**src/rtl/inst_fetch_queue_if.sv**
```systemverilog
// inst_fetch_queue_if: IF -> fetch queue -> ID handshake bundle plus pipeline flush.
// master = pipeline side (IF/ID/flush source), slave = the queue.
interface inst_fetch_queue_if #(
    parameter int DEPTH = 4,
    parameter int BUS_W = 69
);
    logic                         flush;
    logic                         fs_to_fq_valid;
    logic [BUS_W-1:0]             fs_to_fq_bus;
    logic                         fq_allow_in;
    logic                         ds_allow_in;
    logic                         fq_to_ds_valid;
    logic [BUS_W-1:0]             fq_to_ds_bus;
    logic [$clog2(DEPTH+1)-1:0]   fq_count;

    modport master (
        output flush, fs_to_fq_valid, fs_to_fq_bus, ds_allow_in,
        input  fq_allow_in, fq_to_ds_valid, fq_to_ds_bus, fq_count
    );
    modport slave (
        input  flush, fs_to_fq_valid, fs_to_fq_bus, ds_allow_in,
        output fq_allow_in, fq_to_ds_valid, fq_to_ds_bus, fq_count
    );
endinterface

```
**src/rtl/inst_fetch_queue.sv**
```systemverilog
// inst_fetch_queue: IF-to-ID decoupling FIFO with flush.
// Optional INST_FQ_EXC_STOP_EN: stall IF after a word carrying fetch exception flags.
module inst_fetch_queue #(
    parameter int DEPTH = 4,
    parameter int BUS_W = 69
) (
    input logic               clk,
    input logic               resetn,
    inst_fetch_queue_if.slave fq
);
    localparam int AW = $clog2(DEPTH);
    localparam int CW = $clog2(DEPTH + 1);

    logic [BUS_W-1:0] mem [DEPTH];
    logic [AW-1:0]    rd_ptr, wr_ptr;
    logic [CW-1:0]    count;
    logic             push, pop, full, stop;

`ifdef INST_FQ_EXC_STOP_EN
    logic exc_stop;
    assign stop = exc_stop;
    always_ff @(posedge clk or negedge resetn)
        if (!resetn) exc_stop <= 1'b0;
        else if (fq.flush) exc_stop <= 1'b0;
        else if (push && (|fq.fs_to_fq_bus[68:66] || fq.fs_to_fq_bus[64])) exc_stop <= 1'b1;
`else
    assign stop = 1'b0;
`endif

    // allow_in ignores ds_allow_in so no combinational IF/ID loop forms
    assign full              = count == CW'(DEPTH);
    assign fq.fq_allow_in    = resetn & ~fq.flush & ~full & ~stop;
    assign fq.fq_to_ds_valid = (count != '0) & ~fq.flush;
    assign fq.fq_to_ds_bus   = mem[rd_ptr];
    assign fq.fq_count       = count;
    assign push              = fq.fs_to_fq_valid & fq.fq_allow_in;
    assign pop               = fq.fq_to_ds_valid & fq.ds_allow_in;

    always_ff @(posedge clk or negedge resetn)
        if (!resetn) begin
            rd_ptr <= '0;
            wr_ptr <= '0;
            count  <= '0;
        end else if (fq.flush) begin
            rd_ptr <= '0;
            wr_ptr <= '0;
            count  <= '0;
        end else begin
            if (push) wr_ptr <= wr_ptr + AW'(1);
            if (pop) rd_ptr <= rd_ptr + AW'(1);
            count <= count + CW'(push) - CW'(pop);
        end

    always_ff @(posedge clk)
        if (push) mem[wr_ptr] <= fq.fs_to_fq_bus;
endmodule

```
**src/flat_wrapper.sv**
```systemverilog
// flat-port wrapper written by rule: the top's interface ports become plain ports
module inst_fetch_queue_flat 
#(
    parameter int DEPTH = 4,
    parameter int BUS_W = 69
)
  (clk, resetn, fq_flush, fq_fs_to_fq_valid, fq_fs_to_fq_bus, fq_ds_allow_in, fq_fq_allow_in, fq_fq_to_ds_valid, fq_fq_to_ds_bus, fq_fq_count);
  inst_fetch_queue_if #(.DEPTH(DEPTH), .BUS_W(BUS_W)) fq_i ();
  input logic clk;
  input logic resetn;
  input wire logic [$bits(fq_i.flush)-1:0] fq_flush;
  input wire logic [$bits(fq_i.fs_to_fq_valid)-1:0] fq_fs_to_fq_valid;
  input wire logic [$bits(fq_i.fs_to_fq_bus)-1:0] fq_fs_to_fq_bus;
  input wire logic [$bits(fq_i.ds_allow_in)-1:0] fq_ds_allow_in;
  output wire logic [$bits(fq_i.fq_allow_in)-1:0] fq_fq_allow_in;
  output wire logic [$bits(fq_i.fq_to_ds_valid)-1:0] fq_fq_to_ds_valid;
  output wire logic [$bits(fq_i.fq_to_ds_bus)-1:0] fq_fq_to_ds_bus;
  output wire logic [$bits(fq_i.fq_count)-1:0] fq_fq_count;
  assign fq_i.flush = fq_flush;
  assign fq_i.fs_to_fq_valid = fq_fs_to_fq_valid;
  assign fq_i.fs_to_fq_bus = fq_fs_to_fq_bus;
  assign fq_i.ds_allow_in = fq_ds_allow_in;
  assign fq_fq_allow_in = fq_i.fq_allow_in;
  assign fq_fq_to_ds_valid = fq_i.fq_to_ds_valid;
  assign fq_fq_to_ds_bus = fq_i.fq_to_ds_bus;
  assign fq_fq_count = fq_i.fq_count;
  inst_fetch_queue #(.DEPTH(DEPTH), .BUS_W(BUS_W)) u_core (.clk(clk), .resetn(resetn), .fq(fq_i));
endmodule
```
**config.mk**
```make
export PLATFORM = sky130hd
export DESIGN_NAME = inst_fetch_queue_flat
export DESIGN_NICKNAME = d
export VERILOG_FILES = /design/src/rtl/inst_fetch_queue_if.sv /design/src/rtl/inst_fetch_queue.sv /design/src/flat_wrapper.sv
export SDC_FILE = /design/constraint.sdc
export NUM_CORES = 1
export LEC_CHECK = 0
export BUFFER_PORTS_ARGS = -buffer_cell sky130_fd_sc_hd__buf_2
export CAP_MARGIN = 20
export CORE_MARGIN = 3
export CORE_UTILIZATION = 45
export DETAILED_ROUTE_END_ITERATION = 8
export PLACE_DENSITY = 0.65
export SYNTH_ARGS = -nofsm -noshare
export SYNTH_HDL_FRONTEND = slang
export SYNTH_SLANG_ARGS = --single-unit
```
**constraint.sdc**
```tcl
create_clock -name clk -period 4.78 [get_ports clk]
set_input_delay 0.478 -clock clk [delete_from_list [all_inputs] [get_ports clk]]
set_output_delay 0.478 -clock clk [all_outputs]
set_load 0.01 [all_outputs]
```
After elaboration in Yosys (flattened, before gate mapping)
Memory sizes are Yosys's and may differ from the RTL's. Index checks and enable logic that the tools add are counted.

Bits in registers: 7. Memory bits (writable): 276. Bits of input ports: 74. Output and inout bits: 74. Logic and storage cells: 26. Memories kept: 1.

Add/sub/neg operators: 4. Equal/unequal tests: 1. Multiplexer cells: 7. Bitwise operators: 7. Reduce and logical (&&, ||, !) cells: 3.

Memories: u_core.mem (depth 4, width 69, rd ports 1, clocked after memory_dff 0, wr ports 1, RTL line inst_fetch_queue.sv:14) `logic [BUS_W-1:0] mem [DEPTH];`.

Operator list (count): $mux W2 (4); $and A1 B1 Y1 (5); $add A2 B1 Y2 const B (2); $reduce_bool A2 Y1 (2); $add A3 B1 Y3 (1); $eq A3 B3 Y1 const B (1); $mux W3 (1); $reduce_bool A3 Y1 (1); $sub A3 B1 Y3 (1); $mux W1 (2); $not A1 Y1 (2).

Longest topological paths before layout
Depth in word-level cells: 7. Mapped depth: 10.

Worst setup path before layout
OpenSTA, ideal clock, no wires.

Path type: reg-to-reg. Start: reg u_core.count[1], in the netlist u_core.fq.fq_count[1]. End: reg u_core.count[2], in the netlist u_core.fq.fq_count[2]. Library setup time: 0.086 ns. Data arrival time: 2.166 ns. Data required time: 4.694 ns. Path slack: 2.528 ns. Stages on the path, launching flop included: 11. Clock period less this slack: 2.252 ns. Cell sequence: dfrtp_1 > o31ai_1 > nor2_1 > ha_1 > inv_1 > ha_1 > inv_1 > fa_1 > xor2_1 > and2_1 > nor3_1.

Cells in the longest elaborated chain, start to end: 7. Elaborated cells between the ends (all ways): 10. Classes of those cells: add/sub: 2; eq/ne: 1; mux: 1; bitwise: 5; reduce/logical: 1.

RTL lines: start: declaration (RTL line inst_fetch_queue.sv:16) `logic [CW-1:0] count;`; start signal: assignment (RTL line inst_fetch_queue.sv:51) `count <= count + CW'(push) - CW'(pop);`; $eq A3 B3 Y1 (RTL line inst_fetch_queue.sv:31) `assign full = count == CW'(DEPTH);`; $not A1 Y1 (RTL line inst_fetch_queue.sv:32) `assign fq.fq_allow_in = resetn & ~fq.flush & ~full & ~stop;`; $and A1 B1 Y1 (RTL line inst_fetch_queue.sv:32); $and A1 B1 Y1 (RTL line inst_fetch_queue.sv:36) `assign push = fq.fs_to_fq_valid & fq.fq_allow_in;`; $add A3 B1 Y3 (RTL line inst_fetch_queue.sv:51); $sub A3 B1 Y3 * (RTL line inst_fetch_queue.sv:51); $mux W3 * (RTL line inst_fetch_queue.sv:44) `end else if (fq.flush) begin`.

Mark *: on every way between the ends. The rest lies on a longest branch, timed or not. A chain may end at the register's enable or synchronous reset.

Worst setup path after layout
Start: reg u_core.rd_ptr[0]. End: out fq_fq_to_ds_bus[55].

Cells in the longest elaborated chain, start to end: 1.

RTL lines: start: declaration (RTL line inst_fetch_queue.sv:15) `logic [AW-1:0] rd_ptr, wr_ptr;`; start signal: assignment (RTL line inst_fetch_queue.sv:50) `if (pop) rd_ptr <= rd_ptr + AW'(1);`; $mem_v2 Z4 W69; end: declaration (RTL line flat_wrapper.sv:17) `output wire logic [$bits(fq_i.fq_to_ds_bus)-1:0] fq_fq_to_ds_bus;`.

Every way passes these cells.

==> metrics.md <==
| Metric | Value |
|---|---|
| Max-slew violation count | 0 |
| Clk slew on worst S/H paths | 60 ps |
| Critical path startpoint | u_core.rd_ptr[0] |
| Core area | 0.0227 sq mm |
| Number of I/O pins | 148 |
| CP Class | flip-flop to output port |
| Post-layout util | 0.545 |
| Tot Pwr | 5.95 mW |
| Commonest non-fill, non-tap cell in the layout | edfxtp_1 |
| Seq/Total Area, Yosys | 0.812 |
| CTS tree | done |
| Remaining DRCs | 0 |
| Place WS | 2000 ps |
| Slowest library cell on the worst path | dfrtp_4 |
| HP Class | input pin to flip-flop |
| Worst Min Path Start | fq_fs_to_fq_bus[46] |
| Syn nets | 491 |
| Reg2reg start | u_core.fq.fq_count[1] |
| Port Buffers | 147 |
| Initial Util | 0.459 |
| Reg2Reg Capture Point | u_core.fq.fq_count[2] |
| Layout Cells excl Fill | 883 |
| Setup ws final | 1530 ps |
| NumNets Final | 657 |
| Worst-path cell chain | buf_4, mux4_2, buf_2 |
| Worst slew margin | 0.261 |
| Initial antenna violation count | 2 |
| Final Hold Vio Count | 0 |
| Cells after synthesis | 410 |
| Post-route ant nets | 0 |
| Most used cells in the layout excluding fill and tap cells | 276 x edfxtp_1, 147 x buf_2, 69 x mux4_2 |
| RD Place Congestion | 0.721 |
| Largest net degree at the start of global routing | 71 |
| Clock Tree Buf Depth | 3 |
| P_leak | 4.14 nW |
| Number of iterations in the first detailed-routing pass | 4 |
| Critical path buffer and inverter count | 2 |
| Endpoints failing setup | 0 |
| Post-DP HPWL | 11200 um |
| Vias per cell | 5.37 |
| Minimum clock period | 3250 ps |
| Max frequency | 308 MHz |
| Grt ovf | 0 |
| Gr usage total | 0.153 |
| First-pass GRT wire length | 29300 um |
| Die Y | 158 um |
| Post-CTS Setup Repair Bufs | 0 |
| TritonCTS Buffers | 28 |
| Routed WL | 19000 um |
| Root buffer cell | clkbuf_16 |
| WL/cell | 21.5 um |
| Iter 0 DRT Violations | 261 |
| Clk_lat worst skew | 530 ps |
| Unique masters post-synth | 25 |
| End of the worst hold path | u_core.mem[3][46] |
| Worst-Margin Slew | 1110 ps |
| Average size of a mapped cell | 25.4 sq um |
| MaxCap Viol Count | 0 |
| Pwr dens | 481 mW/mm^2 |
| Critical path launch point type | flip-flop |
| Worst reg-to-reg setup slack | 2360 ps |
| Number of global-route vias before repair | 5216 |
| Hold path depth | 1 |
| Fraction of layout instances using a drive strength above 1 | 0.454 |
| Vias | 4744 |
| #FFs+latches synth | 283 |
| Area grow syn2layout | 18.7% |
| YS warnings | 0 |
| Element type at the critical path end | output port |
| Horiz. Die Dim | 158 um |
| Number of core rows | 55 |
| Peak supply drop | 0.000346 V |
| Worst reg-to-reg path cell count | 10 |
| CP max stage delay | 970 ps |
| Status | complete, no violations |
| H-Tree Depth | 1 |
| DIE AREA | 0.0250 sq mm |
| Multi-input logic area | 0.00185 sq mm |
| Number of fillers in the final layout | 1748 |
| Synth Cell Area | 0.0104 sq mm |
| Setup TNS | 0 ps |
| CP arrival | 2770 ps |
| Crit path max fanout | 42 |
| FF/Latch Area | 0.00847 sq mm |
| Clock sink count | 283 |
| RSZ-0062 raised after global routing | false |
| Period utilization | 0.680 |
| CP delay by family, top | flip-flops |
| Worst EP required | 4300 ps |
| Inst Count DP | 830 |
| Clock Skews | 18.0 ps |
==> synthesized netlist by cell type, drive strengths merged <==
| cell type | instances | area share |
|---|---|---|
| nor2b | 1 | 0.00060 |
| and2 | 2 | 0.0014 |
| o311ai | 1 | 0.00084 |
| nand3 | 2 | 0.00096 |
| mux4 | 69 | 0.15 |
| ha | 6 | 0.0072 |
| and3 | 4 | 0.0029 |
| fa | 1 | 0.0019 |
| or3b | 1 | 0.00084 |
| o21ai | 1 | 0.00048 |
| xor2 | 3 | 0.0025 |
| nor3 | 2 | 0.00096 |
| nor2 | 6 | 0.0022 |
| clkbuf | 6 | 0.0022 |
| buf | 12 | 0.0074 |
| edfxtp | 276 | 0.80 |
| nand2b | 1 | 0.00060 |
| o31ai | 2 | 0.0019 |
| dfrtp | 7 | 0.017 |
| inv | 5 | 0.0018 |
| and3b | 2 | 0.0018 |
==> kinds of logic after synthesis <==
kind of cell | after synthesis | synth area share
buffers and inverters | 23 | 0.0114
DFF | 283 | 0.812
AOI/OAI and AO/OA | 4 | 0.00324
adders and majority gates | 7 | 0.00913
muxes | 69 | 0.149
xor gates and xnor gates | 3 | 0.00252
and+or+nand+nor | 21 | 0.0123
==> stage by stage <==
step	hold WS, ps	area, sq um
2_1_floorplan	182	10400
3_3_place_gp	324	11500
3_5_place_dp	333	11500
4_1_cts	133	12400
5_1_grt	138	12400
6_report	158	12400
==> where the power goes <==
group | internal, mW | total, mW | switching [mW]
clock | 1.21 | 2.08 | 0.864
combinational | 0.519 | 0.928 | 0.409
sequential | 2.80 | 2.94 | 0.144
==> sequential cells by signal, indices dropped and copies added, names as in the netlist <==
| signal | cells |
|---|---|
| u_core.wr_ptr | 2 |
| u_core.mem | 276 |
| u_core.rd_ptr | 2 |
| u_core.fq.fq_count | 3 |
==> worst max path at each step <==
stage                            end  slack [ps]  cells past startpoint
3_3_place_gp     fq_fq_to_ds_bus[55]        2010                      3
4_1_cts          fq_fq_to_ds_bus[55]        1380                      3
5_1_grt          fq_fq_to_ds_bus[55]        1250                      3
3_5_place_dp     fq_fq_to_ds_bus[55]        2000                      3
6_report         fq_fq_to_ds_bus[55]        1530                      3
2_1_floorplan  u_core.fq.fq_count[2]        2530                     10
==> metal layers <==
layer,GRT usage,routed length [um],vias up
li1,-,-,2085
met1,0.202,7900,2495
met2,0.261,9610,131
met3,0.0385,1150,29
met4,0.0315,305,4
met5,0,21,-
==> repair_timing <==
action / 4_1_cts / 5_1_grt
resized for setup: 0 / 0
endpoints found under the hold margin: 7 / 0
hold buffers: 1 / 0
==> cell type report <==
cell class / count / share of cell area
Timing Repair Buffer: 154 / 0.0639
Antenna cell: 1 / 0.000202
Clock buffer: 35 / 0.0605
Sequential cell: 283 / 0.685
Clock inverter: 16 / 0.0104
Inverter: 5 / 0.00152
Multi-Input combinational cell: 104 / 0.150
Tap cell: 285 / 0.0288
No activity file was read; power rests on OpenSTA's default activity.
